[src/rtl/snail_pkg.sv]
// Shared types and defaults for the snail serializer.
package snail_pkg;

  typedef enum logic [1:0] {
    S_IDLE  = 2'd0,
    S_SHIFT = 2'd1,
    S_GAP   = 2'd2
  } ser_state_t;

  localparam int SER_WIDTH = 8;
  localparam int SER_GAP   = 0;

endpackage

[src/rtl/snail_serializer.sv]
// Parallel-to-serial feeder for the snail pattern detector. Words arrive on a
// valid/ready handshake and leave MSB-first on d_out, one bit per clock, with
// an optional run of forced-zero gap cycles after each word.
module snail_serializer
  import snail_pkg::*;
#(
  parameter int WIDTH = SER_WIDTH,
  parameter int GAP   = SER_GAP
) (
  input  logic             clk,
  input  logic             res,
  input  logic             in_valid,
  input  logic [WIDTH-1:0] in_data,
  output logic             in_ready,
  output logic             d_out,
  output logic             bit_valid,
  output logic             word_done,
  output logic             busy
);

  localparam int CNT_W = $clog2(WIDTH);
  localparam logic [CNT_W-1:0] BIT_LAST = CNT_W'(WIDTH - 1);
  localparam logic [7:0]       GAP_LAST = (GAP > 0) ? 8'(GAP - 1) : 8'd0;
  localparam logic             NO_GAP   = (GAP == 0);

  // Out-of-range parameters stop elaboration.
  if (WIDTH < 2 || WIDTH > 32 || GAP < 0 || GAP > 255) begin : g_param_check
    $error("snail_serializer: WIDTH must be 2..32 and GAP 0..255");
  end

  ser_state_t       state, state_n;
  logic [WIDTH-1:0] shifter, shifter_n;
  logic [CNT_W-1:0] bit_cnt, bit_cnt_n;
  logic [7:0]       gap_cnt, gap_cnt_n;
  logic             xfer;

  // Ready decodes state and counters only, so it never waits on in_valid.
  assign in_ready = (state == S_IDLE)
                 || (state == S_SHIFT && bit_cnt == '0 && NO_GAP)
                 || (state == S_GAP && gap_cnt == GAP_LAST);
  assign xfer = in_valid && in_ready;

  // Next-state, shifter and counter updates.
  always_comb begin
    // NOTE: every signal gets a default first so no path leaves it unassigned,
    // which would otherwise infer a latch.
    state_n   = state;
    shifter_n = shifter;
    bit_cnt_n = bit_cnt;
    gap_cnt_n = gap_cnt;
    unique case (state)
      S_IDLE: begin
        if (xfer) begin
          state_n   = S_SHIFT;
          shifter_n = in_data;
          bit_cnt_n = BIT_LAST;
        end
      end
      S_SHIFT: begin
        shifter_n = {shifter[WIDTH-2:0], 1'b0};
        if (bit_cnt != '0) begin
          bit_cnt_n = bit_cnt - 1'b1;
        end else if (xfer) begin
          // Back-to-back word with no gap: reload without a bubble.
          shifter_n = in_data;
          bit_cnt_n = BIT_LAST;
        end else if (!NO_GAP) begin
          state_n   = S_GAP;
          gap_cnt_n = 8'd0;
        end else begin
          state_n = S_IDLE;
        end
      end
      S_GAP: begin
        if (gap_cnt != GAP_LAST) begin
          gap_cnt_n = gap_cnt + 8'd1;
        end else begin
          gap_cnt_n = 8'd0;
          if (xfer) begin
            state_n   = S_SHIFT;
            shifter_n = in_data;
            bit_cnt_n = BIT_LAST;
          end else begin
            state_n = S_IDLE;
          end
        end
      end
      default: state_n = S_IDLE;
    endcase
  end

  // State, datapath and registered outputs; reset aborts any word in flight.
  always_ff @(posedge clk) begin
    // NOTE: non-blocking assignments so every flop samples pre-edge values.
    if (res) begin
      state     <= S_IDLE;
      shifter   <= '0;
      bit_cnt   <= '0;
      gap_cnt   <= 8'd0;
      d_out     <= 1'b0;
      bit_valid <= 1'b0;
      word_done <= 1'b0;
      busy      <= 1'b0;
    end else begin
      state     <= state_n;
      shifter   <= shifter_n;
      bit_cnt   <= bit_cnt_n;
      gap_cnt   <= gap_cnt_n;
      d_out     <= (state_n == S_SHIFT) && shifter_n[WIDTH-1];
      bit_valid <= (state_n == S_SHIFT);
      word_done <= (state_n == S_SHIFT) && (bit_cnt_n == '0);
      busy      <= (state_n != S_IDLE);
    end
  end

endmodule

[config.mk]
export PLATFORM = sky130hd
export DESIGN_NAME = snail_serializer
export DESIGN_NICKNAME = d
export VERILOG_FILES = /design/src/rtl/snail_pkg.sv /design/src/rtl/snail_serializer.sv
export SDC_FILE = /design/constraint.sdc
export NUM_CORES = 1
export LEC_CHECK = 0
export BUFFER_PORTS_ARGS = -buffer_cell sky130_fd_sc_hd__buf_2
export CAP_MARGIN = 20
export CELL_PAD_IN_SITES_DETAIL_PLACEMENT = 0
export CELL_PAD_IN_SITES_GLOBAL_PLACEMENT = 1
export CORE_MARGIN = 4
export CORE_UTILIZATION = 45
export DETAILED_ROUTE_END_ITERATION = 6
export HOLD_SLACK_MARGIN = 0.12
export PLACE_DENSITY_LB_ADDON = 0.1
export SKIP_LAST_GASP = 1
export SYNTH_ARGS = -nofsm -noshare
export SYNTH_HDL_FRONTEND = slang
export SYNTH_SLANG_ARGS = --single-unit
[constraint.sdc]
create_clock -name clk -period 3.3 [get_ports clk]
set_clock_uncertainty 0.05 [all_clocks]
set_input_delay 0.495 -clock clk [delete_from_list [all_inputs] [get_ports clk]]
set_output_delay 0.495 -clock clk [all_outputs]
set_load 0.1 [all_outputs]
==> results of run 1 <==
## layout make-up
cell class,instances,area (um2)
Fill cell,280,1349
Multi-Input combinational cell,112,733.2
Sequential cell,25,500.5
Timing Repair Buffer,15,75.07
Tap cell,31,38.79
Inverter,9,33.78
Clock buffer,3,22.52
Clock inverter,1,5.005
## stage by stage
step | instance area (um2) | power [mW] | std cells
finish | 1409 | 0.6162 | 196
global route | 1409 | 0.6571 | 196
CTS | 1409 | 0.6237 | 196
detailed placement | 1381 | 0.4859 | 192
global placement | 1381 | 0.4848 | 192
floorplan | 1291 | 0.4543 | 152
## flip-flops by register name (all words and copies together), names as in the netlist
register / count
state: 2
bit_valid: 1
busy: 1
gap_cnt: 8
d_out: 1
word_done: 1
shifter: 8
bit_cnt: 3
## how the worst min path moves through the flow
stage                     depth (start not counted)       start          to  slack [ns]
after floorplan                                   2  shifter[2]  shifter[2]        0.41
after global placement                            2  gap_cnt[0]  gap_cnt[0]        0.45
after detailed placement                          2  shifter[2]  shifter[2]        0.44
after CTS                                         3  in_data[6]  shifter[6]        0.36
after global routing                              3  in_data[6]  shifter[6]        0.35
final                                             3  in_data[6]  shifter[6]        0.37
## layer usage
metal / vias up / GRT usage, % / wire, um
li1: 577 / - / -
met1: 531 / 23.77 / 1404
met2: 17 / 24.66 / 1325
met3: 2 / 3.354 / 91
met4: 0 / 6.061 / 20
met5: - / 0 / 0
## logic make-up after synthesis
group / Yosys count
compound gates: 40
xor+xnor: 6
fa+ha+maj: 4
buf+inv: 15
flops: 25
mux: 1
simple gates: 61
## where the power goes
group	internal, mW	switching, mW
Sequential	0.321	0.0174
Combinational	0.0468	0.0952
Clock	0.0453	0.0908
## worst min-delay path: stages
cell and delay [ns]:
buf_2 0.08, a222oi_1 0.05, nor2_1 0.08
## synthesized netlist by cell type (2+ instances only)
cell       n
o21bai_1   2
inv_1      9
a222oi_1   2
nand2b_1   4
and3_1     2
or4_1      2
nand2_1    6
o32ai_1    2
nand3_1    7
a311oi_1   2
clkbuf_1   5
nor3_1     5
ha_1       4
nand4_1    2
a221oi_1   3
a21oi_1   10
a22oi_1    3
o21ai_0    7
dfxtp_1   25
a31oi_1    2
nor2b_1    5
xor2_1     6
nor3b_1    2
nor2_1    22
==> run_results.csv, run 1 <==
group,metric,value,unit
run_status,status,"complete, no violations",
route,route.detailed.drc,0,
critical_path,rr_endpoint,"shifter[7]",
critical_path,cp.depth,6,
finish,final_util,51.09,%
grt,grt_antenna_before_repair,0,
yosys,ys.flop_type,"dfxtp_1",
finish,drive_above_1_share,13.94,%
yosys,synth_top_area_cell,"dfxtp_1",
route,dr.pass1.iters,4,
finish,diodes,0,
critical_path,cp.required,2.75,ns
grt,grt_use_total,16.66,%
timing,hold_violations,0,
critical_path,path_class,"reg2out",
yosys,avgSynthCellArea,8.495,um2
clock_tree,numCtsBuffers,3,
clock_tree,clk_path_buf_depth,2,
die,start_util,46.82,%
power_and_ir_drop,leakage,0.5809,nW
yosys,async_flop_share,0,%
yosys,synthesis.nets,167,
finish,final_nets,181,
route,totalWireLength,2842,um
route,vias,1127,
route,via_per_inst,5.750,
yosys,synth.mux.area_fraction,0.7752,%
finish,area_delta_synth_final,9.108,%
clock_tree,ctsHoldBuffers,0,
yosys,synth_top_area_share,38.76,%
timing,tns,0,ns
power_and_ir_drop,powerDensity,437.4,nW/um2
yosys,synth-seq-area-share,38.76,%
placed_design,port_buffers,15,
hold_path,hold_path.class,"in2reg",
timing,rsz0062_at_grt,"false",
die,coreArea,2758,um2
timing,fin_crit,2.886,ns
die,die_w,61.57,um
critical_path,worstPathCellList,"inv_1, ha_1, or4b_4, o41ai_4, and2_1, buf_2",
critical_path,r2r_cells,7,
yosys,synthTopCellsByArea,"dfxtp_1 39%, nor2_1 6.4%, xor2_1 4.1%",
critical_path,crit_buf_inv,2,
timing,layout_setup_ws,0.4136,ns
timing,max_freq,346.5,MHz
critical_path,max_stage_delay,0.50,ns
timing,hold_ws,0.3705,ns
critical_path,worstPathMaxFanout,6,
finish,mostFrequentLayoutCells,"25 x dfxtp_1, 22 x nor2_1, 15 x buf_2",
die,dieHeight,61.57,um
clock_tree,cts_tree,"done",
route,drtAntennaViolNets,0,
yosys,synth_compound_area_share,23.45,%
route,post_drt_wl_per_cell,14.50,um
grt,grt_pass1_vias,998,
clock_tree,cts.reportedPaths.clkPinSlew,0.14,ns
grt,grt_overflow,0,
clock_tree,cts.sinks,25,
yosys,yosys_warnings,0,
yosys,synth_top_family_by_area,"simple AND/OR/NAND/NOR gates",
grt,grt_start_max_net_pins,22,
job,drv_cap,0,
die,io_pins,16,
critical_path,cp.arrival,2.34,ns
timing,relSlewSlack,53.13,%
critical_path,r2r_slack,0.89,ns
clock_tree,clock_latency,0.32,ns
route,drt-initial-drc-count,49,
yosys,synth_edf_count,0,
yosys,synth_fa_ha_area_share,3.876,%
critical_path,end_kind,"primary output",
finish,final_common_cell,"dfxtp_1",
placed_design,hpwl,2087,um
critical_path,r2r_start,"gap_cnt[0]",
placed_design,place_ws,0.7958,ns
yosys,yosys.area_share.simple,24.61,%
clock_tree,post-cts-setup-buffer-count,0,
critical_path,cp-startpoint,"gap_cnt[0]",
critical_path,critPathLaunchType,"register",
die,dieArea,3790,um2
die,rows,19,
critical_path,slowest_stage,"or4b_4",
yosys,synth_area,1291,um2
timing,setup_violations,0,
critical_path,cp-endpoint,"in_ready",
placed_design,gp_congestion,0.8502,
clock_tree,cts_resized,0,
yosys,netlist_instances,152,
yosys,synth_cell_types,37,
timing,worst_slew_pin_slew,0.7020,ns
critical_path,crit_family,"simple AND/OR/NAND/NOR gates",
timing,min_period_over_period,87.47,%
timing,final-max-slew-violation-count,0,
yosys,ys_ff_latch,25,
grt,grt_pass1_wl,4678,um
clock_tree,cts_root_buf,"clkbuf_4",
yosys,synth-xor-area-share,4.070,%
power_and_ir_drop,peakVddDrop,0.0002369,V
clock_tree,htree_levels,1,
No activity file was read; power rests on OpenSTA's default activity.
==> run 2: changes to the inputs <==
ABC_AREA = 1   (was unset)
CORE_UTILIZATION = 44   (was 45)
==> run 2 against run 1 <==
Against the previous run:
- routed wire length grew 11%
- clock power grew 14%
- critical path type unchanged
- final cell count grew 40%
- largest power group unchanged
- sequential power is essentially flat
- largest cell class unchanged
==> run_results.csv, run 2 <==
group,metric,value,unit
run_status,status,"complete, no violations",
critical_path,cp.required,2.75,ns
power_and_ir_drop,p_sw,245.7,uW
route,drt-initial-drc-count,82,
grt,grt.busiest_layer,"met2",
yosys,synth-seq-area-share,34.84,%
power_and_ir_drop,peakVddDrop,0.0001981,V
clock_tree,cts.sinks,25,
finish,fin_area,1575,um2
critical_path,path_class,"reg2out",
timing,worst_slew_pin_slew,0.4988,ns
die,die_w,65.14,um
power_and_ir_drop,total_power,670.6,uW
placed_design,dpl_cell_area,1544,um2
critical_path,slowest_stage,"dfxtp_1",
grt,grtUsageMet1,22.60,%
yosys,ys.flop_type,"dfxtp_1",
yosys,netlist_instances,214,
yosys,synth_top_area_cell,"dfxtp_1",
clock_tree,clock_latency,0.34,ns
finish,final_common_cell,"nand2_1",
power_and_ir_drop,pwr-share-comb,26.7,%
finish,area_delta_synth_final,9.669,%
timing,hold_ws,0.3485,ns
yosys,synth_edf_count,0,
job,drv_cap,0,
clock_tree,htree_levels,1,
power_and_ir_drop,p_clk_share,23.1,%
finish,diodes,0,
placed_design,gp_congestion,0.8233,
grt,grt_use_total,16.77,%
power_and_ir_drop,seq_power_share,50.2,%
grt,grt_antenna_before_repair,0,
clock_tree,clk_path_buf_depth,2,
power_and_ir_drop,leakage,0.7388,nW
die,dieHeight,65.14,um
critical_path,cp.arrival,1.89,ns
yosys,yosysMostFrequentCell,"nand2_1",
yosys,synth_area,1436,um2
route,via_per_inst,4.840,
yosys,synthesis.nets,229,
route,post_drt_wl_per_cell,11.48,um
timing,min_period_over_period,73.78,%
route,drtAntennaViolNets,0,
clock_tree,cts_tree,"done",
die,start_util,46.67,%
timing,tns,0,ns
timing,hold_violations,0,
critical_path,crit_buf_inv,2,
yosys,async_flop_share,0,%
route,route.detailed.drc,0,
timing,fin_crit,2.435,ns
finish,nFillCells,346,
critical_path,critPathLaunchType,"register",
placed_design,port_buffers,15,
power_and_ir_drop,p_int,424.8,uW
die,dieArea,4243,um2
grt,grt_overflow,0,
clock_tree,post-cts-setup-buffer-count,0,
critical_path,max_stage_delay,0.51,ns
critical_path,worstPathCellList,"inv_2, nor2_4, nand3_4, nand2_4, buf_2",
yosys,yosys-top-cells-count,"56 x nand2_1, 32 x inv_1, 25 x dfxtp_1",
clock_tree,numCtsBuffers,3,
route,vias,1331,
yosys,ys_ff_latch,25,
clock_tree,cts_root_buf,"clkbuf_4",
die,coreArea,3078,um2
grt,grt_start_max_net_pins,17,
yosys,avgSynthCellArea,6.712,um2
finish,final_nets,247,
grt,met2_usage,26.44,%
yosys,yosys_warnings,0,
power_and_ir_drop,p_sw_share,36.64,%
timing,setup_violations,0,
timing,rsz0062_at_grt,"false",
finish,largest_registers,"gap_cnt x8, shifter x8, bit_cnt x3",
power_and_ir_drop,powerDensity,425.7,nW/um2
critical_path,worstPathMaxFanout,8,
route,dr.pass1.iters,4,
clock_tree,ctsHoldBuffers,0,
timing,final-max-slew-violation-count,0,
grt,grt_pass1_vias,1242,
die,rows,20,
finish,multi_input_area,789.5,um2
yosys,synth_top_area_share,34.84,%
finish,mostFrequentLayoutCells,"56 x nand2_1, 32 x inv_1, 25 x dfxtp_1",
clock_tree,cts_resized,0,
clock_tree,cts.reportedPaths.clkPinSlew,0.15,ns
timing,max_freq,410.7,MHz
route,totalWireLength,3156,um
critical_path,crit_family,"buffers and inverters",
placed_design,numPlacedInstances,271,
yosys,synth_cell_types,24,
grt,grtUsageMet3,2.906,%
yosys,synthTopCellsByArea,"dfxtp_1 35%, nand2_1 15%, nand3_1 8.4%",
hold_path,hold_path.class,"in2reg",
placed_design,hpwl,2497,um
finish,regArea,500.5,um2
timing,relSlewSlack,66.97,%
grt,grt_pass1_wl,5595,um
critical_path,end_kind,"primary output",
die,io_pins,16,
finish,drive_above_1_share,12.99,%
finish,fin_cells,275,
==> run 2: cell count changes after synthesis, moves of 3 or more <==
| cell | previous run | this run |
|---|---|---|
| clkbuf_1 | 5 | 0 |
| nor2b_1 | 5 | 0 |
| nand3b_1 | 0 | 3 |
| a221oi_1 | 3 | 0 |
| xor2_1 | 6 | 1 |
| nand2_1 | 6 | 56 |
| nor2_4 | 0 | 4 |
| nand3_1 | 7 | 24 |
| a22oi_1 | 3 | 0 |
| nand2b_1 | 4 | 0 |
| nand2_4 | 0 | 3 |
| a21oi_1 | 10 | 14 |
| inv_1 | 9 | 32 |
==> run 2: metrics by stage <==
step                      util [%]  worst slack [ns]
after detailed placement     50.16             1.251
final                        51.18            0.8652
after CTS                    51.18            0.8417
after global placement       50.16             1.278
after floorplan                  -             1.486
after global routing         51.18            0.6920
==> run 2: cell type report <==
type | instances | area share [%]
Clock buffer | 3 | 1.430
Clock inverter | 1 | 0.5560
Inverter | 33 | 7.863
Multi-Input combinational cell | 154 | 50.12
Sequential cell | 25 | 31.77
Tap cell | 44 | 3.495
Timing Repair Buffer | 15 | 4.766
==> run 2: logic make-up after synthesis <==
logic type / Yosys count / synth area share (%)
buf+inv: 35 / 10.19
flops: 25 / 34.84
xor+xnor: 1 / 0.6099
simple gates: 122 / 40.42
fa+ha+maj: 4 / 3.484
compound gates: 27 / 10.45
==> run 2: power groups by stage <==
stage	Clock, mW	Sequential [mW]	Combinational [mW]
after floorplan	0	0.368	0.118
after global routing	0.182	0.340	0.202
after CTS	0.162	0.337	0.180
after detailed placement	0	0.343	0.180
final	0.155	0.337	0.179
after global placement	0	0.343	0.176
==> run 2: worst reg2reg max path, stage by stage (launching register included) <==
cell	delay (ns)
dfxtp_1	0.35
inv_1	0.09
ha_1	0.20
nand2_1	0.14
inv_1	0.07
nor2_1	0.36
inv_1	0.12
o21ai_0	0.18
nor2_1	0.06
nand2_1	0.07
nand2_1	0.06
nand2_1	0.07
nor2_1	0.04
==> run 2: final timing paths <==
kind | start | end | slack [ns] | cells past startpoint
setup reg to reg | bit_cnt[0] | word_done | 1.37 | 12
setup / recovery | state[1] | in_ready | 0.87 | 5
hold / removal | in_data[1] | shifter[1] | 0.35 | 3
hold reg to reg | gap_cnt[7] | gap_cnt[7] | 0.43 | 1
==> run 2: metal layers <==
metal / part of all wire (%) / vias to the layer above
met5: 0 / -
li1: - / 712
met3: 2.6 / 7
met2: 45 / 18
met4: 2.3 / 0
met1: 50 / 594
==> run 3: changes to the inputs <==
ABC_AREA = 0   (was 1)
CORE_UTILIZATION = 38   (was 44)
clock period = 2 ns   (was 3.3 ns; I/O delays follow)
==> run 3 against run 2 <==
Against the previous run:
- critical path depth is 2 higher
- routed wire length is 2.8% higher
- largest power group unchanged
- via count is 6.5% lower
- utilization is 3.7 points higher
- power is 63% higher
- combinational power is 74% higher
- the flow now finishes with violations (negative setup slack)
- critical endpoint unchanged
==> run_results.csv, run 3 (synthesized netlist as in run 1, its figures left out) <==
group,metric,value,unit
clock_tree,cts.sinks,25,
finish,largest_registers,"gap_cnt x8, shifter x8, bit_cnt x3",
placed_design,hpwl,2351,um
timing,setup_violations,20,
clock_tree,clk_path_buf_depth,2,
die,rows,20,
route,post_drt_wl_per_cell,13.87,um
die,coreArea,3153,um2
timing,fin_crit,2.388,ns
critical_path,critPathLaunchType,"register",
critical_path,path_class,"reg2out",
critical_path,cp-endpoint,"in_ready",
die,dieArea,4394,um2
grt,grt_antenna_before_repair,0,
route,dr.pass1.iters,4,
critical_path,slowest_stage,"or4b_4",
clock_tree,cts.reportedPaths.clkPinSlew,0.14,ns
grt,grt_pass1_vias,1286,
run_status,status,"finished, violations left",
critical_path,r2r_cells,11,
run_status,violations,"negative setup slack",
critical_path,crit_family,"simple AND/OR/NAND/NOR gates",
critical_path,worstPathMaxFanout,4,
finish,final_util,54.84,%
clock_tree,cts_root_buf,"clkbuf_4",
clock_tree,clock_latency,0.32,ns
finish,drive_above_1_share,33.68,%
finish,final_common_cell,"dfxtp_1",
timing,rsz0062_at_grt,"true",
finish,fin_area,1729,um2
die,start_util,40.95,%
finish,diodes,0,
critical_path,worstPathCellList,"inv_2, ha_4, or4b_4, buf_6, o41ai_4, and2_4, buf_12",
critical_path,crit_buf_inv,3,
placed_design,gp_congestion,0.8109,
critical_path,cp-startpoint,"gap_cnt[1]",
route,vias,1244,
power_and_ir_drop,peakVddDrop,0.0003236,V
job,drv_cap,0,
finish,final_nets,206,
placed_design,dpl_cell_area,1579,um2
timing,final-max-slew-violation-count,0,
timing,worst_slew_pin_slew,0.4855,ns
critical_path,rr_endpoint,"shifter[2]",
placed_design,place_ws,-0.2456,ns
finish,mostFrequentLayoutCells,"23 x dfxtp_1, 20 x nor2_1, 20 x buf_4",
placed_design,port_buffers,15,
hold_path,hold_path.class,"in2reg",
die,dieHeight,66.29,um
power_and_ir_drop,powerDensity,631.8,nW/um2
critical_path,cp.required,1.65,ns
route,totalWireLength,3245,um
finish,area_delta_synth_final,33.91,%
die,io_pins,16,
route,route.detailed.drc,0,
timing,hold_violations,0,
timing,max_freq,418.8,MHz
timing,min_period_over_period,119.4,%
clock_tree,cts_tree,"done",
grt,grt_use_total,16.65,%
clock_tree,htree_levels,1,
critical_path,max_stage_delay,0.46,ns
die,die_w,66.29,um
clock_tree,numCtsBuffers,3,
grt,grt_start_max_net_pins,18,
timing,relSlewSlack,67.86,%
critical_path,end_kind,"primary output",
timing,hold_ws,0.1775,ns
grt,grt_pass1_wl,5699,um
critical_path,cp.arrival,2.04,ns
grt,grt_overflow,0,
power_and_ir_drop,leakage,0.7325,nW
critical_path,r2r_start,"gap_cnt[1]",
route,drtAntennaViolNets,0,
hold_path,hold_start,"in_data[0]",
route,via_per_inst,5.316,
timing,layout_setup_ws,-0.3878,ns
critical_path,r2r_slack,-0.22,ns
power_and_ir_drop,total_power,1.092,mW
route,drt-initial-drc-count,51,
critical_path,cp.depth,7,
[run 3: changes by cell type in the layout (fill, tap and decap cells not counted), sizes merged, moves of 4 or more]
cell | previous run | this run
nor2 | 28 | 22
xor2 | 1 | 6
a21oi | 15 | 10
nor2b | 0 | 5
nand2b | 0 | 4
nand3 | 25 | 7
buf | 15 | 40
nand2 | 59 | 6
inv | 34 | 9
[run 3: worst min path at each step]
stage / end / slack (ns) / cells past startpoint
floorplan: bit_cnt[2] / 0.32 / 1
global placement: shifter[2] / 0.44 / 2
detailed placement: shifter[2] / 0.44 / 2
CTS: shifter[0] / 0.18 / 3
global route: shifter[6] / 0.18 / 3
finish: shifter[0] / 0.18 / 3
[run 3: stage by stage]
stage	setup TNS (ns)	cells
6_report	-2.816	234
5_1_grt	-5.147	234
4_1_cts	-4.195	234
3_5_place_dp	-1.833	226
3_3_place_gp	-1.474	226
2_1_floorplan	-1.103	152
[run 3: timing repair]
action / CTS / global route
pin swaps: 5 / 5
setup endpoints to repair: 20 / 24
endpoints found under the hold margin: 0 / 0
hold buffers: 0 / 0
resized for setup: 13 / 10
setup buffers: 4 / 1
[run 3: area by class of cell]
type,count,area [um2]
fill,296,1424
multi-input combinational,112,813.3
sequential,25,503.0
timing repair buffer,40,296.5
tap,44,55.05
inverter,9,33.78
clock buffer,3,22.52
clock inverter,1,5.005
[run 3: tightest hold or removal path, delay by kind of cell]
kind                   cells  cell delay (ns)
buffers and inverters      1             0.08
and+or+nand+nor            1             0.07
AOI/OAI and AO/OA          1             0.06
[run 3: where the power goes]
group	switching, mW	internal, mW	total [mW]
combinational	0.188	0.124	0.312
sequential	0.0253	0.529	0.554
clock	0.151	0.0748	0.226
[run 3: per-layer routing]
metal  GRT usage [%]  share of wire, %  vias to the layer above  wire [um]
li1                -                 -                      632          -
met5               0                 0                        -          0
met4           5.330               1.2                        0         40
met1           21.15                48                      588       1571
met3           3.231               3.7                        4        120
met2           28.00                47                       20       1513
